===== config.mk =====
export PLATFORM = sky130hd
export DESIGN_NAME = spi_pwm_ctrl
export DESIGN_NICKNAME = d
export VERILOG_FILES = /design/src/rtl/spi_pwm_ctrl.sv
export SDC_FILE = /design/constraint.sdc
export NUM_CORES = 1
export LEC_CHECK = 0
export CAP_MARGIN = 20
export CORE_UTILIZATION = 55
export DETAILED_ROUTE_END_ITERATION = 16
export PLACE_DENSITY = 0.7
export SYNTH_ARGS = -nofsm -noshare
export SYNTH_HDL_FRONTEND = slang
export SYNTH_SLANG_ARGS = --single-unit

===== constraint.sdc =====
create_clock -name clk -period 6.8 [get_ports clk]
set_input_delay 1.36 -clock clk [delete_from_list [all_inputs] [get_ports clk]]
set_output_delay 1.36 -clock clk [all_outputs]
set_load 0.005 [all_outputs]

===== src/rtl/spi_pwm_ctrl.sv =====
// SPI-programmable multi-channel PWM controller: SPI mode-0 slave register file driving NUM_CH PWM outputs.
// Optional MISO readback of the register map is enabled by defining SPI_PWM_READBACK_EN.
module spi_pwm_ctrl #(
    parameter int NUM_CH      = 4,
    parameter int PWM_W       = 8,
    parameter int SYNC_STAGES = 2
) (
    input  logic              clk,
    input  logic              rst_n,
    input  logic              spi_sclk,
    input  logic              spi_mosi,
    input  logic              spi_cs_n,
    output logic              spi_miso,
    output logic [NUM_CH-1:0] pwm_out,
    output logic              frame_done
);

    localparam logic [7:0] ID_VALUE = 8'hA5;

    logic [SYNC_STAGES-1:0] sclk_sync_q;
    logic [SYNC_STAGES-1:0] mosi_sync_q;
    logic [SYNC_STAGES-1:0] cs_sync_q;
    logic [SYNC_STAGES-1:0] live_q;
    logic                   sclk_prev_q;
    logic                   armed_q;

    logic sclk_s;
    logic mosi_s;
    logic cs_s;
    logic live;
    logic sclk_rise;
    logic frame_act;

    logic [2:0] bit_cnt_q, bit_cnt_d;
    logic [6:0] shift_q, shift_d;
    logic       have_cmd_q, have_cmd_d;
    logic       is_wr_q, is_wr_d;
    logic [6:0] addr_q, addr_d;
    logic [7:0] byte_now;
    logic       wr_en;
    logic [7:0] wr_data;

    logic [NUM_CH-1:0] ctrl_q;
    logic [PWM_W-1:0]  period_q;
    logic [PWM_W-1:0]  duty_q [NUM_CH];
    logic [PWM_W-1:0]  dact_q [NUM_CH];
    logic [PWM_W-1:0]  cnt_q;
    logic [NUM_CH-1:0] pwm_q;
    logic              frame_done_q;
    logic              cnt_wrap;

    // Synchronisers reset to the idle bus state so reset release never looks like an edge.
    always_ff @(posedge clk) begin
        if (!rst_n) begin
            sclk_sync_q <= '0;
            mosi_sync_q <= '0;
            cs_sync_q   <= '1;
            live_q      <= '0;
            sclk_prev_q <= 1'b0;
            armed_q     <= 1'b0;
        end else begin
            sclk_sync_q <= {sclk_sync_q[SYNC_STAGES-2:0], spi_sclk};
            mosi_sync_q <= {mosi_sync_q[SYNC_STAGES-2:0], spi_mosi};
            cs_sync_q   <= {cs_sync_q[SYNC_STAGES-2:0], spi_cs_n};
            live_q      <= {live_q[SYNC_STAGES-2:0], 1'b1};
            sclk_prev_q <= sclk_s;
            if (live && cs_s) begin
                armed_q <= 1'b1;
            end
        end
    end

    assign sclk_s    = sclk_sync_q[SYNC_STAGES-1];
    assign mosi_s    = mosi_sync_q[SYNC_STAGES-1];
    assign cs_s      = cs_sync_q[SYNC_STAGES-1];
    assign live      = live_q[SYNC_STAGES-1];
    assign sclk_rise = sclk_s & ~sclk_prev_q;
    // A frame is only accepted once a genuine cs_n high has been observed after reset.
    assign frame_act = armed_q & ~cs_s;
    assign byte_now  = {shift_q, mosi_s};

    always_comb begin
        bit_cnt_d  = bit_cnt_q;
        shift_d    = shift_q;
        have_cmd_d = have_cmd_q;
        is_wr_d    = is_wr_q;
        addr_d     = addr_q;
        wr_en      = 1'b0;
        wr_data    = 8'h00;
        if (!frame_act) begin
            bit_cnt_d  = 3'd0;
            have_cmd_d = 1'b0;
        end else if (sclk_rise) begin
            shift_d   = byte_now[6:0];
            bit_cnt_d = bit_cnt_q + 3'd1;
            if (bit_cnt_q == 3'd7) begin
                if (!have_cmd_q) begin
                    have_cmd_d = 1'b1;
                    is_wr_d    = byte_now[7];
                    addr_d     = byte_now[6:0];
                end else begin
                    wr_en   = is_wr_q;
                    wr_data = byte_now;
                    addr_d  = addr_q + 7'd1;
                end
            end
        end
    end

    always_ff @(posedge clk) begin
        if (!rst_n) begin
            bit_cnt_q  <= 3'd0;
            shift_q    <= 7'd0;
            have_cmd_q <= 1'b0;
            is_wr_q    <= 1'b0;
            addr_q     <= 7'd0;
        end else begin
            bit_cnt_q  <= bit_cnt_d;
            shift_q    <= shift_d;
            have_cmd_q <= have_cmd_d;
            is_wr_q    <= is_wr_d;
            addr_q     <= addr_d;
        end
    end

    always_ff @(posedge clk) begin
        if (!rst_n) begin
            ctrl_q       <= '0;
            period_q     <= '1;
            frame_done_q <= 1'b0;
            for (int i = 0; i < NUM_CH; i++) begin
                duty_q[i] <= '0;
            end
        end else begin
            frame_done_q <= wr_en;
            if (wr_en) begin
                if (addr_q == 7'd0) begin
                    ctrl_q <= wr_data[NUM_CH-1:0];
                end else if (addr_q == 7'd1) begin
                    period_q <= wr_data[PWM_W-1:0];
                end
                for (int i = 0; i < NUM_CH; i++) begin
                    if (addr_q == 7'(i + 2)) begin
                        duty_q[i] <= wr_data[PWM_W-1:0];
                    end
                end
            end
        end
    end

    // A shrunk PERIOD below the current count makes the counter wrap on the next cycle.
    assign cnt_wrap = (cnt_q >= period_q);

    always_ff @(posedge clk) begin
        if (!rst_n) begin
            cnt_q <= '0;
            pwm_q <= '0;
            for (int i = 0; i < NUM_CH; i++) begin
                dact_q[i] <= '0;
            end
        end else begin
            cnt_q <= cnt_wrap ? '0 : cnt_q + 1'b1;
            for (int i = 0; i < NUM_CH; i++) begin
                pwm_q[i] <= ctrl_q[i] & (cnt_q < dact_q[i]);
                if (cnt_wrap || !ctrl_q[i]) begin
                    dact_q[i] <= duty_q[i];
                end
            end
        end
    end

    assign pwm_out    = pwm_q;
    assign frame_done = frame_done_q;

`ifdef SPI_PWM_READBACK_EN
    logic       sclk_fall;
    logic       miso_q, miso_d;
    logic [7:0] sr_q, sr_d;
    logic [7:0] rd_data;

    function automatic logic [7:0] read_reg(input logic [6:0] a);
        logic [7:0] v;
        v = 8'h00;
        if (a == 7'd0) begin
            v[NUM_CH-1:0] = ctrl_q;
        end else if (a == 7'd1) begin
            v[PWM_W-1:0] = period_q;
        end else if (a == 7'h7F) begin
            v = ID_VALUE;
        end else begin
            for (int i = 0; i < NUM_CH; i++) begin
                if (a == 7'(i + 2)) begin
                    v[PWM_W-1:0] = duty_q[i];
                end
            end
        end
        return v;
    endfunction

    assign sclk_fall = ~sclk_s & sclk_prev_q;
    assign rd_data   = read_reg(addr_q);

    // The falling edge that closes a byte (bit counter back at 0) loads the next readback byte.
    always_comb begin
        miso_d = miso_q;
        sr_d   = sr_q;
        if (!frame_act) begin
            miso_d = 1'b0;
            sr_d   = 8'h00;
        end else if (sclk_fall) begin
            if (!have_cmd_q || is_wr_q) begin
                miso_d = 1'b0;
                sr_d   = 8'h00;
            end else if (bit_cnt_q == 3'd0) begin
                miso_d = rd_data[7];
                sr_d   = {rd_data[6:0], 1'b0};
            end else begin
                miso_d = sr_q[7];
                sr_d   = {sr_q[6:0], 1'b0};
            end
        end
    end

    always_ff @(posedge clk) begin
        if (!rst_n) begin
            miso_q <= 1'b0;
            sr_q   <= 8'h00;
        end else begin
            miso_q <= miso_d;
            sr_q   <= sr_d;
        end
    end

    assign spi_miso = miso_q & ~cs_s;
`else
    assign spi_miso = 1'b0;
`endif

endmodule

---- After elaboration in Yosys (flattened, before gate mapping) ----
Memory sizes are Yosys's and may differ from the RTL's.
Cells that the tools add are included.
W data, S select, Z words.
word-level totals
  register bits ........................... 54
  RAM bits ................................ 64
  output and inout bits ................... 6
  word-level logic and storage cells ...... 117
  memories kept ........................... 2
cells by class
  add/subtract/negate cells ............... 3
  $lt $le $gt $ge ......................... 5
  eq/ne operators ......................... 6
  multiplexer cells ....................... 47
  bitwise operators ....................... 19
  reductions and logical operators ........ 18
memory list
  name    depth  bits a word  rd ports  clocked after Yosys merged registers in  write ports  RTL line  RTL
  dact_q  4      8            4         0                                        4            46        logic [PWM_W-1:0] dact_q [NUM_CH];
  duty_q  4      8            4         0                                        4            45        logic [PWM_W-1:0] duty_q [NUM_CH];
operators by type and width
  kind                   number
  $mux W8                12
  $mux W1                34
  $lt A8 B8 Y1           4
  $eq A7 B2 Y1 const B   2
  $eq A7 B3 Y1 const B   2
  $add A8 B1 Y8 const B  1
  $ge A8 B8 Y1           1
  $or A1 B1 Y1           8
  $reduce_and A2 Y1      4
  $add A7 B1 Y7 const B  1
  $eq A7 B1 Y1 const B   1
  $logic_not A7 Y1       1
  $mux W7                1
  $and A1 B1 Y1          6
  $reduce_and A3 Y1      2
  $not A1 Y1             5
  $logic_not A1 Y1       4
  $logic_or A1 B1 Y1     4
  $reduce_and A4 Y1      1
  $add A3 B1 Y3 const B  1
  $eq A3 B3 Y1 const B   1
  $reduce_or A2 Y1       1
  $logic_and A1 B1 Y1    1

---- Longest topological paths before layout ----
  depth after elaboration ................. 8
  mapped depth ............................ 8
  depth with buffers taken out ............ 6

---- Worst setup path after synthesis ----
Ideal clock, no wire load.
  kind .................................... input to register
  from .................................... input port rst_n
  to ...................................... memory duty_q[0][0] (enable)
  data arrival time ....................... 2.255 ns
  required time ........................... 6.492 ns
  slack ................................... 4.237 ns
  stages .................................. 3
  cells stage by stage .................... clkbuf_1 > buf_1 > nand2_1
RTL lines
  item             RTL line  RTL
  start, declared  9         input logic rst_n,
  end, declared    45

==> flow_results.xml <==
<?xml version="1.0" encoding="UTF-8"?>
<metrics>
  <group name="outcome">
    <metric name="run_status" unit="">complete, no violations</metric>
  </group>
  <group name="worst_hold_path">
    <metric name="hold_end" unit="">cs_sync_q[1]</metric>
    <metric name="min_delay_path_depth" unit="">1</metric>
    <metric name="timing.hold.worst.class" unit="">flip-flop to flip-flop</metric>
    <metric name="hp-start" unit="">cs_sync_q[0]</metric>
  </group>
  <group name="final_layout">
    <metric name="layout.core_utilization" unit="%">63.7</metric>
    <metric name="sequential_cell_area" unit="µm²">3000</metric>
    <metric name="syn2layout_area_growth" unit="%">12.7</metric>
    <metric name="finish.instance_area" unit="µm²">6570</metric>
    <metric name="antenna_cells_inserted" unit="">0</metric>
    <metric name="fin_cells" unit="">685</metric>
    <metric name="multiInputGateArea" unit="µm²">2530</metric>
    <metric name="num-nets-final" unit="">584</metric>
    <metric name="nFillCells" unit="">806</metric>
    <metric name="drive_gt1_share" unit="%">10.7</metric>
  </group>
  <group name="power_and_ir_drop">
    <metric name="clock_power_share" unit="%">49.6</metric>
    <metric name="power.net_switching" unit="µW">348</metric>
    <metric name="power_density" unit="nW/µm²">257</metric>
    <metric name="design_power_total" unit="mW">1.69</metric>
    <metric name="p_sw_share" unit="%">20.6</metric>
    <metric name="seq_power_share" unit="%">46.7</metric>
    <metric name="p_int" unit="mW">1.34</metric>
    <metric name="share_comb_of_total_power" unit="%">3.7</metric>
    <metric name="ir_drop" unit="mV">0.123</metric>
    <metric name="static-leakage-power" unit="nW">2.38</metric>
  </group>
  <group name="timing">
    <metric name="min_period_over_period" unit="%">42.6</metric>
    <metric name="slew-limit-headroom" unit="%">42.0</metric>
    <metric name="final-setup-viol-count" unit="">0</metric>
    <metric name="timing.final.hold_violations" unit="">0</metric>
    <metric name="finalSetupTns" unit="ns">0</metric>
    <metric name="worst_pin_slew" unit="ns">0.864</metric>
    <metric name="achievable_frequency" unit="MHz">345</metric>
    <metric name="max_slew_violation_count" unit="">0</metric>
    <metric name="min_setup_slack_post_route" unit="ns">3.90</metric>
    <metric name="unrepaired_setup_endpoints_after_global_routing" unit="">no</metric>
    <metric name="final.hold.worst_slack" unit="ns">0.407</metric>
    <metric name="period_minus_slack" unit="ns">2.90</metric>
    <metric name="worst_clock_skew" unit="ns">0.00698</metric>
  </group>
  <group name="cts">
    <metric name="clock_transition_time_at_the_flip_flop_clock_pins_of_the_worst_setup_and_hold_paths" unit="ns">0.06</metric>
    <metric name="htree_num_levels" unit="">4</metric>
    <metric name="cts_inserted_buffers" unit="">17</metric>
    <metric name="cts_hold_buffers" unit="">0</metric>
    <metric name="tritoncts" unit="">built</metric>
    <metric name="clock_tree.root_cell" unit="">sky130_fd_sc_hd__clkbuf_8</metric>
    <metric name="clock_path_buffers" unit="">2</metric>
    <metric name="cts.repair_timing.setup_buffer_count" unit="">0</metric>
    <metric name="cts.repair.resized" unit="">0</metric>
    <metric name="tritoncts_num_sinks" unit="">118</metric>
    <metric name="worstSkewPairLatency" unit="ns">0.53</metric>
  </group>
  <group name="synthesis">
    <metric name="post_synthesis_net_count" unit="">569</metric>
    <metric name="yosys.area_share.simple" unit="%">21.3</metric>
    <metric name="netlist_area" unit="µm²">5830</metric>
    <metric name="synth.lib_cells_used.distinct" unit="">59</metric>
    <metric name="syn_area_per_cell" unit="µm²">11.2</metric>
    <metric name="synth-xor-area-share" unit="%">1.05</metric>
    <metric name="synth_top_family_by_area" unit="">simple AND/OR/NAND/NOR gates</metric>
    <metric name="synth_seq_area_share" unit="%">51.5</metric>
    <metric name="synth_compound_area_share" unit="%">9.74</metric>
    <metric name="synth_adder_area_share" unit="%">9.22</metric>
    <metric name="postSynth.asyncResetShare" unit="%">0</metric>
    <metric name="synth_top_area_share" unit="%">32.9</metric>
    <metric name="synth_top_cell_by_area" unit="">sky130_fd_sc_hd__edfxtp_1</metric>
    <metric name="yosys_warnings" unit="">0</metric>
    <metric name="yosysMostFrequentCell" unit="">sky130_fd_sc_hd__edfxtp_1</metric>
    <metric name="postSynthRegisterBits" unit="">118</metric>
    <metric name="synth_top_cells_by_count" unit="">64 x sky130_fd_sc_hd__edfxtp_1, 54 x sky130_fd_sc_hd__dfxtp_1, 48 x sky130_fd_sc_hd__inv_1</metric>
    <metric name="netlist_instances" unit="">521</metric>
    <metric name="synth_enable_flop_cells" unit="">64</metric>
    <metric name="synth.top_cells.by_area" unit="">sky130_fd_sc_hd__edfxtp_1 33%, sky130_fd_sc_hd__dfxtp_1 19%, sky130_fd_sc_hd__ha_1 9.2%</metric>
    <metric name="fraction_of_synthesized_area_in_multiplexers" unit="%">2.10</metric>
    <metric name="most_used_flip_flop_cell_after_synthesis" unit="">sky130_fd_sc_hd__edfxtp_1</metric>
  </group>
  <group name="worst_setup_path">
    <metric name="regToRegStartpoint" unit="">cnt_q[3]</metric>
    <metric name="crit_chain" unit="">clkdlybuf4s50_1, buf_4, inv_1, a2111oi_0, o21a_1</metric>
    <metric name="worst_ep_required_time" unit="ns">7.27</metric>
    <metric name="ff2ff_setup_slack" unit="ns">4.10</metric>
    <metric name="slowest_delay" unit="ns">0.53</metric>
    <metric name="cp_capture_type" unit="">flip-flop</metric>
    <metric name="rr_worst_depth" unit="">5</metric>
    <metric name="worstSetupPathType" unit="">primary input to flip-flop</metric>
    <metric name="crit_path_start_kind" unit="">primary input</metric>
    <metric name="timing.critical_path.fanout_max" unit="">43</metric>
    <metric name="worstPathArrival" unit="ns">3.37</metric>
    <metric name="critical-path-slowest-cell" unit="">sky130_fd_sc_hd__clkdlybuf4s50_1</metric>
    <metric name="endpoint_of_the_worst_slack_reg_to_reg_timing_path" unit="">dact_q[1][5]</metric>
  </group>
  <group name="global_route">
    <metric name="grt-ovfl-total" unit="">0</metric>
    <metric name="first_global_vias" unit="">3710</metric>
    <metric name="maximum_number_of_pins_on_one_net_before_global_route_repair" unit="">44</metric>
    <metric name="globalRouteTotalUtil" unit="%">23.7</metric>
    <metric name="wire_length_of_the_first_global_routing_pass" unit="µm">19300</metric>
    <metric name="number_of_antenna_violations_at_the_first_check_in_global_routing" unit="">0</metric>
  </group>
  <group name="placed_design">
    <metric name="pre_cts_setup_slack" unit="ns">3.37</metric>
    <metric name="post_dp_cell_area" unit="µm²">6000</metric>
    <metric name="port_buffers" unit="">9</metric>
    <metric name="placed_cells" unit="">653</metric>
    <metric name="place.detailed.hpwl" unit="µm">8120</metric>
    <metric name="gp_congestion" unit="">0.793</metric>
  </group>
  <group name="drt">
    <metric name="top_layer" unit="">met4</metric>
    <metric name="count_of_tritonroute_iterations_in_the_first_routing_pass" unit="">5</metric>
    <metric name="routed_wire_length_per_instance" unit="µm">17.2</metric>
    <metric name="postRouteWirelength" unit="µm">11800</metric>
    <metric name="detailedRoute.firstIterationViolations" unit="">216</metric>
    <metric name="detailroute.via_count" unit="">3827</metric>
    <metric name="drt.antenna.violating_nets" unit="">0</metric>
    <metric name="wl_met3" unit="µm">600</metric>
    <metric name="met2_length" unit="µm">5720</metric>
    <metric name="met1_length" unit="µm">5220</metric>
    <metric name="drc_errors" unit="">0</metric>
    <metric name="avgViaCountPerCell" unit="">5.59</metric>
  </group>
  <group name="floorplan">
    <metric name="placement_rows" unit="">37</metric>
    <metric name="pin_count" unit="">11</metric>
    <metric name="placeableCoreArea" unit="µm²">10300</metric>
    <metric name="initial_core_util" unit="%">56.5</metric>
    <metric name="die_y" unit="µm">105</metric>
    <metric name="die_w" unit="µm">105</metric>
    <metric name="fp.dieArea" unit="µm²">11000</metric>
  </group>
  <group name="run">
    <metric name="timing.max_cap.violations" unit="">0</metric>
  </group>
</metrics>
[layer usage]
| metal | GRT usage (%) | up-vias |
|---|---|---|
| met2 | 38.2 | 110 |
| met3 | 6.05 | 23 |
| met5 | 0 | - |
| li1 | - | 1896 |
| met1 | 30.3 | 1798 |
| met4 | 10.2 | 0 |
[state kept, by name, indices dropped and copies added (netlist names)]
signal and cells:
dact_q 32, duty_q 32, cnt_q 8, period_q 8, addr_q 7, shift_q 7, ctrl_q 4, pwm_out 4
bit_cnt_q 3, cs_sync_q 2, live_q 2, mosi_sync_q 2, sclk_sync_q 2, armed_q 1, frame_done 1, have_cmd_q 1
is_wr_q 1, sclk_prev_q 1
[critical path: cells and delay by family]
kind / cells / cell delay, ns
buf+inv: 3 / 1.36
compound gates: 2 / 0.63
[cells by family (layout without fill, tap and decap cells)]
| group | after synthesis | count (layout) |
|---|---|---|
| AND/OR/NAND/NOR | 205 | 205 |
| other | 1 | 1 |
| buffers and inverters | 65 | 93 |
| flip-flops | 118 | 118 |
| adder cells (fa/ha/maj) | 43 | 43 |
| XOR/XNOR | 7 | 7 |
| AO/OA/AOI/OAI | 70 | 70 |
| multiplexers | 12 | 12 |
[cells in the final DEF (no fill, tap or decap), types with 7 or more instances in the layout]
| cell | n |
|---|---|
| sky130_fd_sc_hd__nor3b_1 | 33 |
| sky130_fd_sc_hd__a211oi_1 | 7 |
| sky130_fd_sc_hd__a21oi_1 | 12 |
| sky130_fd_sc_hd__nand2_1 | 44 |
| sky130_fd_sc_hd__clkbuf_16 | 18 |
| sky130_fd_sc_hd__nand3_1 | 13 |
| sky130_fd_sc_hd__mux2i_1 | 10 |
| sky130_fd_sc_hd__nor2b_1 | 8 |
| sky130_fd_sc_hd__nor3_1 | 10 |
| sky130_fd_sc_hd__ha_1 | 43 |
| sky130_fd_sc_hd__dfxtp_1 | 54 |
| sky130_fd_sc_hd__nand2b_1 | 11 |
| sky130_fd_sc_hd__edfxtp_1 | 64 |
| sky130_fd_sc_hd__nor2_1 | 43 |
| sky130_fd_sc_hd__or3_1 | 8 |
| sky130_fd_sc_hd__clkdlybuf4s50_1 | 9 |
| sky130_fd_sc_hd__inv_1 | 48 |
| sky130_fd_sc_hd__o21ai_1 | 7 |
[final cells by class]
type	instances	area share (%)
Clock buffer	26	8.22
Clock inverter	6	0.495
Timing Repair Buffer	11	1.60
Sequential cell	118	45.7
Multi-Input combinational cell	338	38.5
Tap cell	136	2.59
Inverter	50	2.86
[power by group through the flow]
| stage | combinational (mW) | clock [mW] | sequential (mW) |
|---|---|---|---|
| 2_1_floorplan | 0.0498 | 0 | 0.796 |
| 3_3_place_gp | 0.0600 | 0 | 0.802 |
| 3_5_place_dp | 0.0628 | 0 | 0.803 |
| 4_1_cts | 0.0638 | 0.850 | 0.788 |
| 5_1_grt | 0.0710 | 0.881 | 0.791 |
| 6_report | 0.0630 | 0.838 | 0.788 |
[worst max-delay path by stage]
| stage | start | to | slack (ns) | cells after the start |
|---|---|---|---|---|
| 2_1_floorplan | rst_n | duty_q[0][0] | 4.24 | 3 |
| 3_3_place_gp | rst_n | pwm_out[2] | 3.38 | 5 |
| 3_5_place_dp | rst_n | pwm_out[2] | 3.37 | 5 |
| 4_1_cts | rst_n | pwm_out[2] | 3.92 | 5 |
| 5_1_grt | rst_n | pwm_out[2] | 3.80 | 5 |
| 6_report | rst_n | pwm_out[2] | 3.90 | 5 |
Note: power is estimated with default switching activity, not from simulation.
